[src/rtl/i2c_wb_xfer_if.sv]
// Request/response handshake and Wishbone master signals for the i2c_wb_xfer sequencer.
// Signal names match the original flat port list so existing hookups translate one-to-one.
interface i2c_wb_xfer_if;
    logic       req_valid;
    logic       req_ready;
    logic [6:0] req_addr;
    logic       req_rnw;
    logic [7:0] req_data;
    logic       rsp_valid;
    logic [7:0] rsp_data;
    logic       rsp_nack;
    logic       busy;
    logic [2:0] wb_adr_o;
    logic [7:0] wb_dat_o;
    logic [7:0] wb_dat_i;
    logic       wb_we_o;
    logic       wb_stb_o;
    logic       wb_cyc_o;
    logic       wb_ack_i;

    modport master (
        input  req_valid, req_addr, req_rnw, req_data, wb_dat_i, wb_ack_i,
        output req_ready, rsp_valid, rsp_data, rsp_nack, busy,
               wb_adr_o, wb_dat_o, wb_we_o, wb_stb_o, wb_cyc_o
    );

    modport slave (
        output req_valid, req_addr, req_rnw, req_data, wb_dat_i, wb_ack_i,
        input  req_ready, rsp_valid, rsp_data, rsp_nack, busy,
               wb_adr_o, wb_dat_o, wb_we_o, wb_stb_o, wb_cyc_o
    );
endinterface

[src/rtl/i2c_wb_xfer.sv]
// Wishbone master driving an OpenCores i2c_master_top: one-time prescaler/enable setup,
// then single-byte I2C read/write transfers with SR polling and ACK/NACK reporting.
module i2c_wb_xfer #(
    parameter logic [15:0] PRESCALE = 16'h0063,
    parameter int unsigned POLL_GAP = 4
) (
    input logic          CLOCK_50,
    input logic          RESET_N,
    i2c_wb_xfer_if.master bus
);

    typedef enum logic [3:0] {
        INIT_PRL, INIT_PRH, INIT_CTR, IDLE, TX_A, CR_A, POLL_A, CR_STO,
        POLL_S, TX_D, CR_D, CR_R, POLL_D, RD_RXR, RESP
    } state_t;

    state_t      state_q, state_d;
    logic        stb_q, stb_d;
    logic        we_q, we_d;
    logic [2:0]  adr_q, adr_d;
    logic [7:0]  dat_q, dat_d;
    logic [6:0]  addr_q, addr_d;
    logic        rnw_q, rnw_d;
    logic [7:0]  wdat_q, wdat_d;
    logic [7:0]  rdat_q, rdat_d;
    logic        nack_q, nack_d;
    logic [15:0] gap_q, gap_d;

    logic        acc_en, acc_we, is_poll;
    logic [2:0]  acc_adr;
    logic [7:0]  acc_dat;
    logic        done, tip, rxack;

    // Register access implied by each state
    always_comb begin
        acc_en  = 1'b1;
        acc_we  = 1'b1;
        acc_adr = '0;
        acc_dat = '0;
        is_poll = 1'b0;
        case (state_q)
            INIT_PRL: begin acc_adr = 3'd0; acc_dat = PRESCALE[7:0];  end
            INIT_PRH: begin acc_adr = 3'd1; acc_dat = PRESCALE[15:8]; end
            INIT_CTR: begin acc_adr = 3'd2; acc_dat = 8'h80;          end
            TX_A:     begin acc_adr = 3'd3; acc_dat = {addr_q, rnw_q}; end
            CR_A:     begin acc_adr = 3'd4; acc_dat = 8'h90;          end
            CR_STO:   begin acc_adr = 3'd4; acc_dat = 8'h40;          end
            TX_D:     begin acc_adr = 3'd3; acc_dat = wdat_q;         end
            CR_D:     begin acc_adr = 3'd4; acc_dat = 8'h50;          end
            CR_R:     begin acc_adr = 3'd4; acc_dat = 8'h68;          end
            POLL_A, POLL_S, POLL_D: begin
                acc_we  = 1'b0;
                acc_adr = 3'd4;
                is_poll = 1'b1;
            end
            RD_RXR:   begin acc_we = 1'b0; acc_adr = 3'd3;            end
            default:  acc_en = 1'b0;
        endcase
    end

    always_comb begin
        state_d = state_q;
        stb_d   = stb_q;
        we_d    = we_q;
        adr_d   = adr_q;
        dat_d   = dat_q;
        addr_d  = addr_q;
        rnw_d   = rnw_q;
        wdat_d  = wdat_q;
        rdat_d  = rdat_q;
        nack_d  = nack_q;
        gap_d   = gap_q;
        done    = stb_q & bus.wb_ack_i;
        tip     = bus.wb_dat_i[1];
        rxack   = bus.wb_dat_i[7];

        if (gap_q != '0)
            gap_d = gap_q - 16'd1;

        // Strobe rises only from a low cycle, so consecutive accesses always get a gap
        if (acc_en && !stb_q && gap_q == '0) begin
            stb_d = 1'b1;
            we_d  = acc_we;
            adr_d = acc_adr;
            dat_d = acc_dat;
        end
        if (done)
            stb_d = 1'b0;
        if (done && is_poll && tip)
            gap_d = 16'(POLL_GAP);

        case (state_q)
            INIT_PRL: if (done) state_d = INIT_PRH;
            INIT_PRH: if (done) state_d = INIT_CTR;
            INIT_CTR: if (done) state_d = IDLE;
            IDLE: if (bus.req_valid) begin
                addr_d  = bus.req_addr;
                rnw_d   = bus.req_rnw;
                wdat_d  = bus.req_data;
                nack_d  = 1'b0;
                state_d = TX_A;
            end
            TX_A:   if (done) state_d = CR_A;
            CR_A:   if (done) state_d = POLL_A;
            POLL_A: if (done && !tip) begin
                if (rxack) begin
                    nack_d  = 1'b1;
                    state_d = CR_STO;
                end else begin
                    state_d = rnw_q ? CR_R : TX_D;
                end
            end
            CR_STO: if (done) state_d = POLL_S;
            POLL_S: if (done && !tip) state_d = RESP;
            TX_D:   if (done) state_d = CR_D;
            CR_D:   if (done) state_d = POLL_D;
            CR_R:   if (done) state_d = POLL_D;
            POLL_D: if (done && !tip) begin
                if (!rnw_q)
                    nack_d = rxack;
                state_d = rnw_q ? RD_RXR : RESP;
            end
            RD_RXR: if (done) begin
                rdat_d  = bus.wb_dat_i;
                state_d = RESP;
            end
            RESP:    state_d = IDLE;
            default: state_d = INIT_PRL;
        endcase
    end

    always_ff @(posedge CLOCK_50 or negedge RESET_N) begin
        if (!RESET_N) begin
            state_q <= INIT_PRL;
            stb_q   <= 1'b0;
            we_q    <= 1'b0;
            adr_q   <= '0;
            dat_q   <= '0;
            addr_q  <= '0;
            rnw_q   <= 1'b0;
            wdat_q  <= '0;
            rdat_q  <= '0;
            nack_q  <= 1'b0;
            gap_q   <= '0;
        end else begin
            state_q <= state_d;
            stb_q   <= stb_d;
            we_q    <= we_d;
            adr_q   <= adr_d;
            dat_q   <= dat_d;
            addr_q  <= addr_d;
            rnw_q   <= rnw_d;
            wdat_q  <= wdat_d;
            rdat_q  <= rdat_d;
            nack_q  <= nack_d;
            gap_q   <= gap_d;
        end
    end

    assign bus.wb_stb_o  = stb_q;
    assign bus.wb_cyc_o  = stb_q;
    assign bus.wb_we_o   = we_q;
    assign bus.wb_adr_o  = adr_q;
    assign bus.wb_dat_o  = dat_q;
    assign bus.req_ready = (state_q == IDLE);
    assign bus.busy      = (state_q != IDLE);
    assign bus.rsp_valid = (state_q == RESP);
    assign bus.rsp_data  = rdat_q;
    assign bus.rsp_nack  = nack_q;

endmodule

[src/flat_wrapper.sv]
// flat-port wrapper written by rule: the top's interface ports become plain ports
module i2c_wb_xfer_flat 
#(
    parameter logic [15:0] PRESCALE = 16'h0063,
    parameter int unsigned POLL_GAP = 4
)
  (CLOCK_50, RESET_N, bus_req_valid, bus_req_addr, bus_req_rnw, bus_req_data, bus_wb_dat_i, bus_wb_ack_i, bus_req_ready, bus_rsp_valid, bus_rsp_data, bus_rsp_nack, bus_busy, bus_wb_adr_o, bus_wb_dat_o, bus_wb_we_o, bus_wb_stb_o, bus_wb_cyc_o);
  i2c_wb_xfer_if bus_i ();
  input logic CLOCK_50;
  input logic RESET_N;
  input wire logic [$bits(bus_i.req_valid)-1:0] bus_req_valid;
  input wire logic [$bits(bus_i.req_addr)-1:0] bus_req_addr;
  input wire logic [$bits(bus_i.req_rnw)-1:0] bus_req_rnw;
  input wire logic [$bits(bus_i.req_data)-1:0] bus_req_data;
  input wire logic [$bits(bus_i.wb_dat_i)-1:0] bus_wb_dat_i;
  input wire logic [$bits(bus_i.wb_ack_i)-1:0] bus_wb_ack_i;
  output wire logic [$bits(bus_i.req_ready)-1:0] bus_req_ready;
  output wire logic [$bits(bus_i.rsp_valid)-1:0] bus_rsp_valid;
  output wire logic [$bits(bus_i.rsp_data)-1:0] bus_rsp_data;
  output wire logic [$bits(bus_i.rsp_nack)-1:0] bus_rsp_nack;
  output wire logic [$bits(bus_i.busy)-1:0] bus_busy;
  output wire logic [$bits(bus_i.wb_adr_o)-1:0] bus_wb_adr_o;
  output wire logic [$bits(bus_i.wb_dat_o)-1:0] bus_wb_dat_o;
  output wire logic [$bits(bus_i.wb_we_o)-1:0] bus_wb_we_o;
  output wire logic [$bits(bus_i.wb_stb_o)-1:0] bus_wb_stb_o;
  output wire logic [$bits(bus_i.wb_cyc_o)-1:0] bus_wb_cyc_o;
  assign bus_i.req_valid = bus_req_valid;
  assign bus_i.req_addr = bus_req_addr;
  assign bus_i.req_rnw = bus_req_rnw;
  assign bus_i.req_data = bus_req_data;
  assign bus_i.wb_dat_i = bus_wb_dat_i;
  assign bus_i.wb_ack_i = bus_wb_ack_i;
  assign bus_req_ready = bus_i.req_ready;
  assign bus_rsp_valid = bus_i.rsp_valid;
  assign bus_rsp_data = bus_i.rsp_data;
  assign bus_rsp_nack = bus_i.rsp_nack;
  assign bus_busy = bus_i.busy;
  assign bus_wb_adr_o = bus_i.wb_adr_o;
  assign bus_wb_dat_o = bus_i.wb_dat_o;
  assign bus_wb_we_o = bus_i.wb_we_o;
  assign bus_wb_stb_o = bus_i.wb_stb_o;
  assign bus_wb_cyc_o = bus_i.wb_cyc_o;
  i2c_wb_xfer #(.PRESCALE(PRESCALE), .POLL_GAP(POLL_GAP)) u_core (.CLOCK_50(CLOCK_50), .RESET_N(RESET_N), .bus(bus_i));
endmodule
[config.mk]
export PLATFORM = sky130hd
export DESIGN_NAME = i2c_wb_xfer_flat
export DESIGN_NICKNAME = d
export VERILOG_FILES = /design/src/rtl/i2c_wb_xfer_if.sv /design/src/rtl/i2c_wb_xfer.sv /design/src/flat_wrapper.sv
export SDC_FILE = /design/constraint.sdc
export NUM_CORES = 1
export LEC_CHECK = 0
export CORE_MARGIN = 5
export CORE_UTILIZATION = 57
export CTS_CLUSTER_DIAMETER = 60
export DETAILED_ROUTE_END_ITERATION = 8
export MAX_ROUTING_LAYER = met4
export PLACE_DENSITY = 0.85
export SKIP_LAST_GASP = 1
export SYNTH_ARGS = -nofsm -noshare
export SYNTH_HDL_FRONTEND = slang
export SYNTH_SLANG_ARGS = --single-unit
[constraint.sdc]
create_clock -name CLOCK_50 -period 5.1 [get_ports CLOCK_50]
set_input_delay 1.02 -clock CLOCK_50 [delete_from_list [all_inputs] [get_ports CLOCK_50]]
set_output_delay 1.02 -clock CLOCK_50 [all_outputs]
set_load 0.02 [all_outputs]
==> flow_summary.ini, run 1 <==
[logic_synthesis]
synth_top_cell_by_area = dfrtp_1
netlist.area_leader.share = 0.473
synth_edf_count = 0
ys_types = 53
yosysMostFrequentCell = dfrtp_1
synth_area_um2 = 3070
yosysSeqAreaShare = 0.473
synthFlopType = dfrtp_1
synth_commonest_cells = dfrtp_1, mux2_2, a21oi_1
syn-num-nets = 323
ys_warn_count = 0
synth.avg_cell_area_um2 = 10.4
synthArstFlopShare = 1.00
synth_seq_cells = 58
synth_cells = 294
synth_area_leaders = dfrtp_1, mux2_2, a21oi_1, o21ai_0, mux2i_1

[sta]
fin_setup_tns_ns = 0
fmax_ghz = 0.273
slew_viol_final = 0
finalCritPeriodShare = 0.719
finalSetupViolations = 0
rsz0062_at_grt = false
fin_skew_ns = 0.00810
finalCriticalPeriod_ns = 3.67
hold_violations = 0
maxSlewHeadroom = 0.398
finalWorstSetupSlack_ns = 1.43
tightest_slew_ns = 0.896

[grt]
antenna_found_initial = 0
grt_pass1_vias = 2503
grt_overflow = 0
grt_pass1_wl_um = 12100
grtUsageTotal = 0.222
grt_max_degree = 59

[die]
die_w_um = 83.3
die_y_um = 83.3
io-pin-count = 54
core-area_um2 = 5170
row_count = 26
dieArea_um2 = 6940
initial_core_util = 0.593

[critical_path]
path_max_fanout = 25
path_cells = nor4bb_1 > inv_1 > clkdlybuf4s50_1
start_kind = flip-flop
criticalPathCategory = flip-flop to output pin
crit_arrival_ns = 2.65
slowest_stage = dfrtp_1
required_ns = 4.08
worstSetupEndpointType = output pin
slowest_delay_ns = 0.83

[clock_network]
post_cts_buffers = 0
cts.sink_count = 58
clock_latency_ns = 0.34
cts.clk_slew.worst_paths_ns = 0.07
cts-buffers-inserted = 9
cts_buffer_depth = 2
ctsHtreeMaxLevel = 3
cts_tree = built
ctsHoldBuffers = 0
root_buffer = clkbuf_8
post_cts_resize_count = 0

[power]
cellLeakagePower_nw = 1.61
power.density_nw_per_um2 = 467
ir_drop_v = 0.000347

[place]
place_hpwl_um = 4950
place_ws_ns = 1.84
place_area_um2 = 3620
gp_congestion = 0.928
portBuffers = 53

[detailed_routing]
num_vias = 2557
wl_per_cell_um = 16.9
postRouteAntennaNets = 0
drc = 0
dr.pass1.iters = 5
drt_iter0_drc = 188
wl_um = 7070
viasPerCell = 6.12

[job]
drv_cap = 0

[hold_path]
worstHoldPathType = flip-flop to flip-flop

[cells_and_area]
diodes = 0
finalNetCount = 372
area_delta_synth_final_pct = 25.6
utilization = 0.744
fin_area_um2 = 3850
drive_gt1_frac = 0.178

[status]
status = finished clean
-- layer usage --
layer | vias up | global-route usage | wire length (µm)
met5 | - | - | 0
met4 | 0 | 0.0862 | 136
met3 | 17 | 0.0545 | 470
met2 | 107 | 0.337 | 3410
met1 | 1245 | 0.286 | 3060
li1 | 1188 | - | -
-- cells by family after synthesis --
| kind of cell | after synthesis | synth area share |
|---|---|---|
| flip-flops | 58 | 0.473 |
| buffers and inverters | 25 | 0.0347 |
| multiplexers | 38 | 0.136 |
| AND/OR/NAND/NOR | 92 | 0.179 |
| adder cells (fa/ha/maj) | 1 | 0.00408 |
| XOR/XNOR | 3 | 0.00857 |
| AO/OA/AOI/OAI | 77 | 0.164 |
-- where the power goes --
part	switching (W)	internal (W)	total, W
logic	0.000276	0.000279	0.000556
clock network	0.000178	0.000322	0.000500
registers	0.000171	0.000571	0.000742
total	0.000626	0.00117	0.00180
-- final timing paths --
| path | slack [ns] | endpoint | cells after the start | start |
|---|---|---|---|---|
| worst min-delay path | 0.50 | u_core.bus.wb_dat_o[3] | 1 | u_core.bus.wb_dat_o[3] |
| worst max register to register | 2.35 | u_core.bus.wb_adr_o[1] | 5 | u_core.state_q[0] |
| min in group asynchronous | 0.81 | u_core.gap_q[11] | 2 | RESET_N |
| max in group asynchronous | 3.79 | u_core.bus.rsp_data[1] | 2 | RESET_N |
| worst max-delay path | 1.43 | bus_busy | 3 | u_core.state_q[0] |
| worst min register to register | 0.50 | u_core.bus.wb_dat_o[3] | 1 | u_core.bus.wb_dat_o[3] |
-- registers in the layout, summed over array words and instances, names as in the netlist, 3 cells and up --
signal	count
u_core.gap_q	16
u_core.bus.rsp_data	8
u_core.bus.wb_dat_o	8
u_core.wdat_q	8
u_core.addr_q	7
u_core.state_q	4
u_core.bus.wb_adr_o	3
-- area by class of cell --
cell class	count	area [µm²]
fillers	349	1320
repair buffers	55	541
well taps	70	87.6
clock inverters	6	105
multi-input cells	211	1510
flip-flops and latches	58	1450
clock buffers	10	128
inverters	8	30.0
-- critical path, delay by kind of cell, from the launching register on --
family | cells | cell delay [ns]
simple gates | 1 | 0.68
flops | 1 | 0.83
buf+inv | 2 | 0.80
-- layout by cell type (no fill, tap or decap), types with 4 or more instances in the layout --
cell and instances:
mux2i_1 8, nor2_1 14, a22o_1 8, nor4_1 4, nand2_1 15, inv_1 7
clkdlybuf4s50_1 52, mux2_2 29, nor2b_1 6, nand3_1 8, nand2b_1 8, o211ai_1 5
a21oi_1 21, or3_1 4, nor3_1 7, dfrtp_1 58, o21ai_0 20, clkbuf_8 9
-- per-stage QoR --
stage	total power (W)	hold slack, ns	instances
floorplan	0.00113	0.474	294
global placement	0.00126	0.489	402
detailed placement	0.00129	0.496	402
CTS	0.00180	0.510	418
global route	0.00191	0.523	418
finish	0.00180	0.504	418
No activity file was read; power rests on OpenSTA's default activity.
==> run 2: changes to the inputs <==
--- a/config.mk
+++ b/config.mk
@@ -6,11 +6,11 @@
 export NUM_CORES = 1
 export LEC_CHECK = 0
 export CORE_MARGIN = 5
-export CORE_UTILIZATION = 57
+export CORE_UTILIZATION = 53
 export CTS_CLUSTER_DIAMETER = 60
 export DETAILED_ROUTE_END_ITERATION = 8
 export MAX_ROUTING_LAYER = met4
-export PLACE_DENSITY = 0.85
+export PLACE_DENSITY = 0.8
 export SKIP_LAST_GASP = 1
 export SYNTH_ARGS = -nofsm -noshare
 export SYNTH_HDL_FRONTEND = slang
==> constraint.sdc (replaced) <==
create_clock -name CLOCK_50 -period 3.52 [get_ports CLOCK_50]
set_input_delay 0.704 -clock CLOCK_50 [delete_from_list [all_inputs] [get_ports CLOCK_50]]
set_output_delay 0.704 -clock CLOCK_50 [all_outputs]
set_load 0.02 [all_outputs]
==> run 2 against run 1 <==
Global-route usage decreased by 0.48 points; final cell count increased by 1.7%; sequential power up 30%; total power increased by 41%.
==> flow_summary.ini, run 2 (synthesis results as in run 1) <==
[sta]
tightest_slew_ns = 1.03
finalCritPeriodShare = 0.837
fin_skew_ns = 0.00824
rsz0062_at_grt = false
fmax_ghz = 0.339
fin_setup_tns_ns = 0
slew_viol_final = 0
finalSetupViolations = 0
maxSlewHeadroom = 0.316
hold_violations = 0
finalCriticalPeriod_ns = 2.95

[place]
gp_congestion = 0.855
place_area_um2 = 3660
place_hpwl_um = 5080
portBuffers = 53

[grt]
grt_overflow = 0
grt_max_degree = 47
grt_pass1_vias = 2436
grtUsageTotal = 0.217
grt_pass1_wl_um = 12200
antenna_found_initial = 0

[detailed_routing]
routedLengthMet1_um = 3240
routed.top_layer = met4
wl_met2_um = 3480
wl_um = 7190
num_vias = 2496
drt_iter0_drc = 133
route.met3.wl_um = 355
dr.pass1.iters = 4
wl_per_cell_um = 16.9
viasPerCell = 5.87
postRouteAntennaNets = 0
drc = 0

[cells_and_area]
area_delta_synth_final_pct = 25.8
largest_reg_flops = 16
finalNetCount = 377
drive_gt1_frac = 0.184
multi_input_area_um2 = 1510
top_register = u_core.gap_q
diodes = 0
regArea_um2 = 1450
final_common_cell = dfrtp_1
fin_area_um2 = 3850
fillers = 425
final_cell_mix = dfrtp_1, clkdlybuf4s50_1, mux2_2

[critical_path]
required_ns = 2.82
crit_arrival_ns = 2.24
worstSetupEndpointType = output pin
r2r_start = u_core.gap_q[0]
path_max_fanout = 5
reg2reg_depth = 6
start_kind = flip-flop
criticalPathCategory = flip-flop to output pin
critPathLaunch = u_core.state_q[3]

[power]
ir_drop_v = 0.000477
cellLeakagePower_nw = 1.61
power.density_nw_per_um2 = 657

[clock_network]
post_cts_buffers = 0
cts-buffers-inserted = 9
ctsHtreeMaxLevel = 3
post_cts_resize_count = 0
cts.sink_count = 58
cts_buffer_depth = 2
cts_tree = built
root_buffer = clkbuf_8
clock_latency_ns = 0.35
ctsHoldBuffers = 0
cts.clk_slew.worst_paths_ns = 0.07

[hold_path]
hold_start = u_core.wdat_q[3]
holdPathStages = 1
worstHoldPathType = flip-flop to flip-flop

[status]
status = finished clean

[die]
die_w_um = 86.1
initial_core_util = 0.550
die_y_um = 86.1
dieArea_um2 = 7400
io-pin-count = 54
core-area_um2 = 5570
row_count = 27

[job]
drv_cap = 0
## run 2: cell count changes in the layout (fill, tap and decap cells not counted)
| cell | delta |
|---|---|
| buf_4 | +5 |
| clkbuf_1 | +2 |
| bufinv_16 | -2 |
| clkinv_2 | -2 |
| clkbuf_8 | +2 |
## run 2: cell type report
class | count | area share
Timing Repair Buffer | 60 | 0.150
Inverter | 8 | 0.00779
Sequential cell | 58 | 0.377
Multi-Input combinational cell | 211 | 0.391
Clock inverter | 2 | 0.00909
Clock buffer | 14 | 0.0422
Tap cell | 72 | 0.0234
## run 2: metrics by stage
| step | worst slack [ns] | util | hold slack (ns) | instances | total power [W] |
|---|---|---|---|---|---|
| 5_1_grt | 0.424 | 0.692 | 0.520 | 425 | 0.00269 |
| 4_1_cts | 0.609 | 0.692 | 0.504 | 425 | 0.00253 |
| 3_5_place_dp | 0.885 | 0.656 | 0.489 | 409 | 0.00190 |
| 6_report | 0.572 | 0.692 | 0.504 | 425 | 0.00253 |
| 3_3_place_gp | 1.00 | 0.656 | 0.489 | 409 | 0.00186 |
| 2_1_floorplan | 0.685 | - | 0.408 | 294 | 0.00163 |
## run 2: path summary, 6_finish.rpt
| path | to | slack (ns) |
|---|---|---|
| worst max register to register | u_core.bus.wb_adr_o[2] | 0.87 |
| min in group asynchronous | u_core.gap_q[15] | 0.54 |
| worst min-delay path | u_core.wdat_q[3] | 0.50 |
| worst max-delay path | bus_busy | 0.57 |
| worst min register to register | u_core.wdat_q[3] | 0.50 |
| max in group asynchronous | u_core.wdat_q[0] | 2.21 |
## run 2: power breakdown
part / internal, W / total [W] / switching (W)
Clock: 0.000365 / 0.000621 / 0.000256
Sequential: 0.000829 / 0.000965 / 0.000136
Combinational: 0.000427 / 0.000945 / 0.000518
## run 2: critical path, stage by stage, from the launching register on
cell	delay (ns)
dfrtp_1	0.40
nor4bb_1	0.70
inv_1	0.21
clkdlybuf4s50_1	0.59
## run 2: metal layers
metal | vias up | track usage
met5 | - | -
met4 | 0 | 0.0906
met3 | 13 | 0.0423
met2 | 67 | 0.328
met1 | 1219 | 0.285
li1 | 1197 | -
==> run 3: changes to the inputs <==
==> constraint.sdc (replaced) <==
create_clock -name CLOCK_50 -period 2.9 [get_ports CLOCK_50]
set_input_delay 0.58 -clock CLOCK_50 [delete_from_list [all_inputs] [get_ports CLOCK_50]]
set_output_delay 0.58 -clock CLOCK_50 [all_outputs]
set_load 0.02 [all_outputs]
==> run 3 against run 2 <==
Clock skew fell by 0.0055 ns; hold slack worse by 0.11 ns; via count is 1.3% higher; highest routed layer unchanged; setup slack worse by 0.25 ns; core utilization increased by 0.45 points; final cell count rose by 0.47%; critical path depth stayed put; critical endpoint is now bus_rsp_valid; sequential power up 23%; clock power grew 25%; non-clock buffer count up 3; largest power group unchanged; critical path type unchanged.
==> flow_summary.ini, run 3 (synthesis results as in run 1) <==
[grt]
grt_overflow = 0
grt_max_degree = 45
grt_pass1_vias = 2485
antenna_found_initial = 0
grtUsageTotal = 0.215
grt_pass1_wl_um = 12300

[cells_and_area]
area_delta_synth_final_pct = 26.6
fillers = 415
drive_gt1_frac = 0.189
final_cell_mix = dfrtp_1, clkdlybuf4s50_1, mux2_2
finalNetCount = 380
diodes = 0
top_register = u_core.gap_q
utilization = 0.696
final_common_cell = dfrtp_1
largest_reg_flops = 16

[clock_network]
cts-buffers-inserted = 9
ctsHoldBuffers = 0
cts.clk_slew.worst_paths_ns = 0.06
post_cts_buffers = 0
post_cts_resize_count = 0
cts_buffer_depth = 2
clock_latency_ns = 0.33
cts_tree = built
cts.sink_count = 58
ctsHtreeMaxLevel = 3
root_buffer = clkbuf_8

[detailed_routing]
num_vias = 2528
drt_iter0_drc = 98
viasPerCell = 5.92
drc = 0
dr.pass1.iters = 5
postRouteAntennaNets = 0
wl_per_cell_um = 16.9
wl_um = 7220

[critical_path]
path_max_fanout = 8
criticalPathCategory = flip-flop to output pin
required_ns = 2.32
worstSetupEndpointType = output pin
start_kind = flip-flop
crit_arrival_ns = 2.00

[hold_path]
worstHoldPathType = input port to async pin

[die]
die_w_um = 86.1
dieArea_um2 = 7400
io-pin-count = 54
die_y_um = 86.1
row_count = 27
initial_core_util = 0.550
core-area_um2 = 5570

[job]
drv_cap = 0

[power]
power.density_nw_per_um2 = 802
power.total_w = 0.00311
ir_drop_v = 0.000622
cellLeakagePower_nw = 1.63

[sta]
maxSlewHeadroom = 0.354
finalSetupViolations = 0
tightest_slew_ns = 0.968
finalCritPeriodShare = 0.890
fin_skew_ns = 0.00273
finalCriticalPeriod_ns = 2.58
fmax_ghz = 0.387
fin_setup_tns_ns = 0
slew_viol_final = 0
rsz0062_at_grt = false
hold_violations = 0
finalWorstSetupSlack_ns = 0.319

[place]
place_ws_ns = 0.582
place_hpwl_um = 5200
gp_congestion = 0.886
portBuffers = 53

[status]
status = finished clean
[run 3: stage by stage]
step | instance area (µm²) | hold WS, ns | std cells
6_report | 3880 | 0.390 | 427
5_1_grt | 3880 | 0.488 | 427
4_1_cts | 3880 | 0.430 | 427
3_5_place_dp | 3680 | 0.493 | 412
3_3_place_gp | 3680 | 0.486 | 412
2_1_floorplan | 3070 | 0.284 | 294
[run 3: power by group]
group | internal, W | switching [W] | total (W)
Sequential | 0.00101 | 0.000185 | 0.00119
Combinational | 0.000531 | 0.000610 | 0.00114
Clock | 0.000479 | 0.000299 | 0.000778
[run 3: final timing paths]
| kind | slack [ns] | end | cells after the start | start |
|---|---|---|---|---|
| worst max-delay path | 0.32 | bus_rsp_valid | 3 | u_core.state_q[1] |
| worst min-delay path | 0.39 | u_core.gap_q[13] | 1 | RESET_N |
| worst max register to register | 0.57 | u_core.bus.wb_adr_o[2] | 7 | u_core.gap_q[0] |
| worst min register to register | 0.51 | u_core.bus.rsp_data[1] | 1 | u_core.bus.rsp_data[1] |
| max in group asynchronous | 1.76 | u_core.addr_q[5] | 2 | RESET_N |
| min in group CLOCK_50 | 0.51 | u_core.bus.rsp_data[1] | 1 | u_core.bus.rsp_data[1] |
[run 3: routing by layer]
| layer | routed length [µm] | track usage | vias up |
|---|---|---|---|
| li1 | - | - | 1205 |
| met1 | 3250 | 0.298 | 1221 |
| met2 | 3490 | 0.313 | 87 |
| met3 | 358 | 0.0413 | 15 |
| met4 | 123 | 0.0820 | 0 |
| met5 | 0 | - | - |
[run 3: cell type report]
cell class              count  area [µm²]  share of cell area
multi-input cells         211        1510               0.389
well taps                  72        90.1              0.0232
clock inverters             3        65.1              0.0168
flip-flops and latches     58        1450               0.374
repair buffers             63         601               0.155
inverters                   8        30.0             0.00774
clock buffers              12         135              0.0348
[run 3: worst max-delay path, cell delays in order (launching register included)]
cell	delay, ns
dfrtp_1	0.50
inv_1	0.19
nor3_1	0.32
clkdlybuf4s50_1	0.67
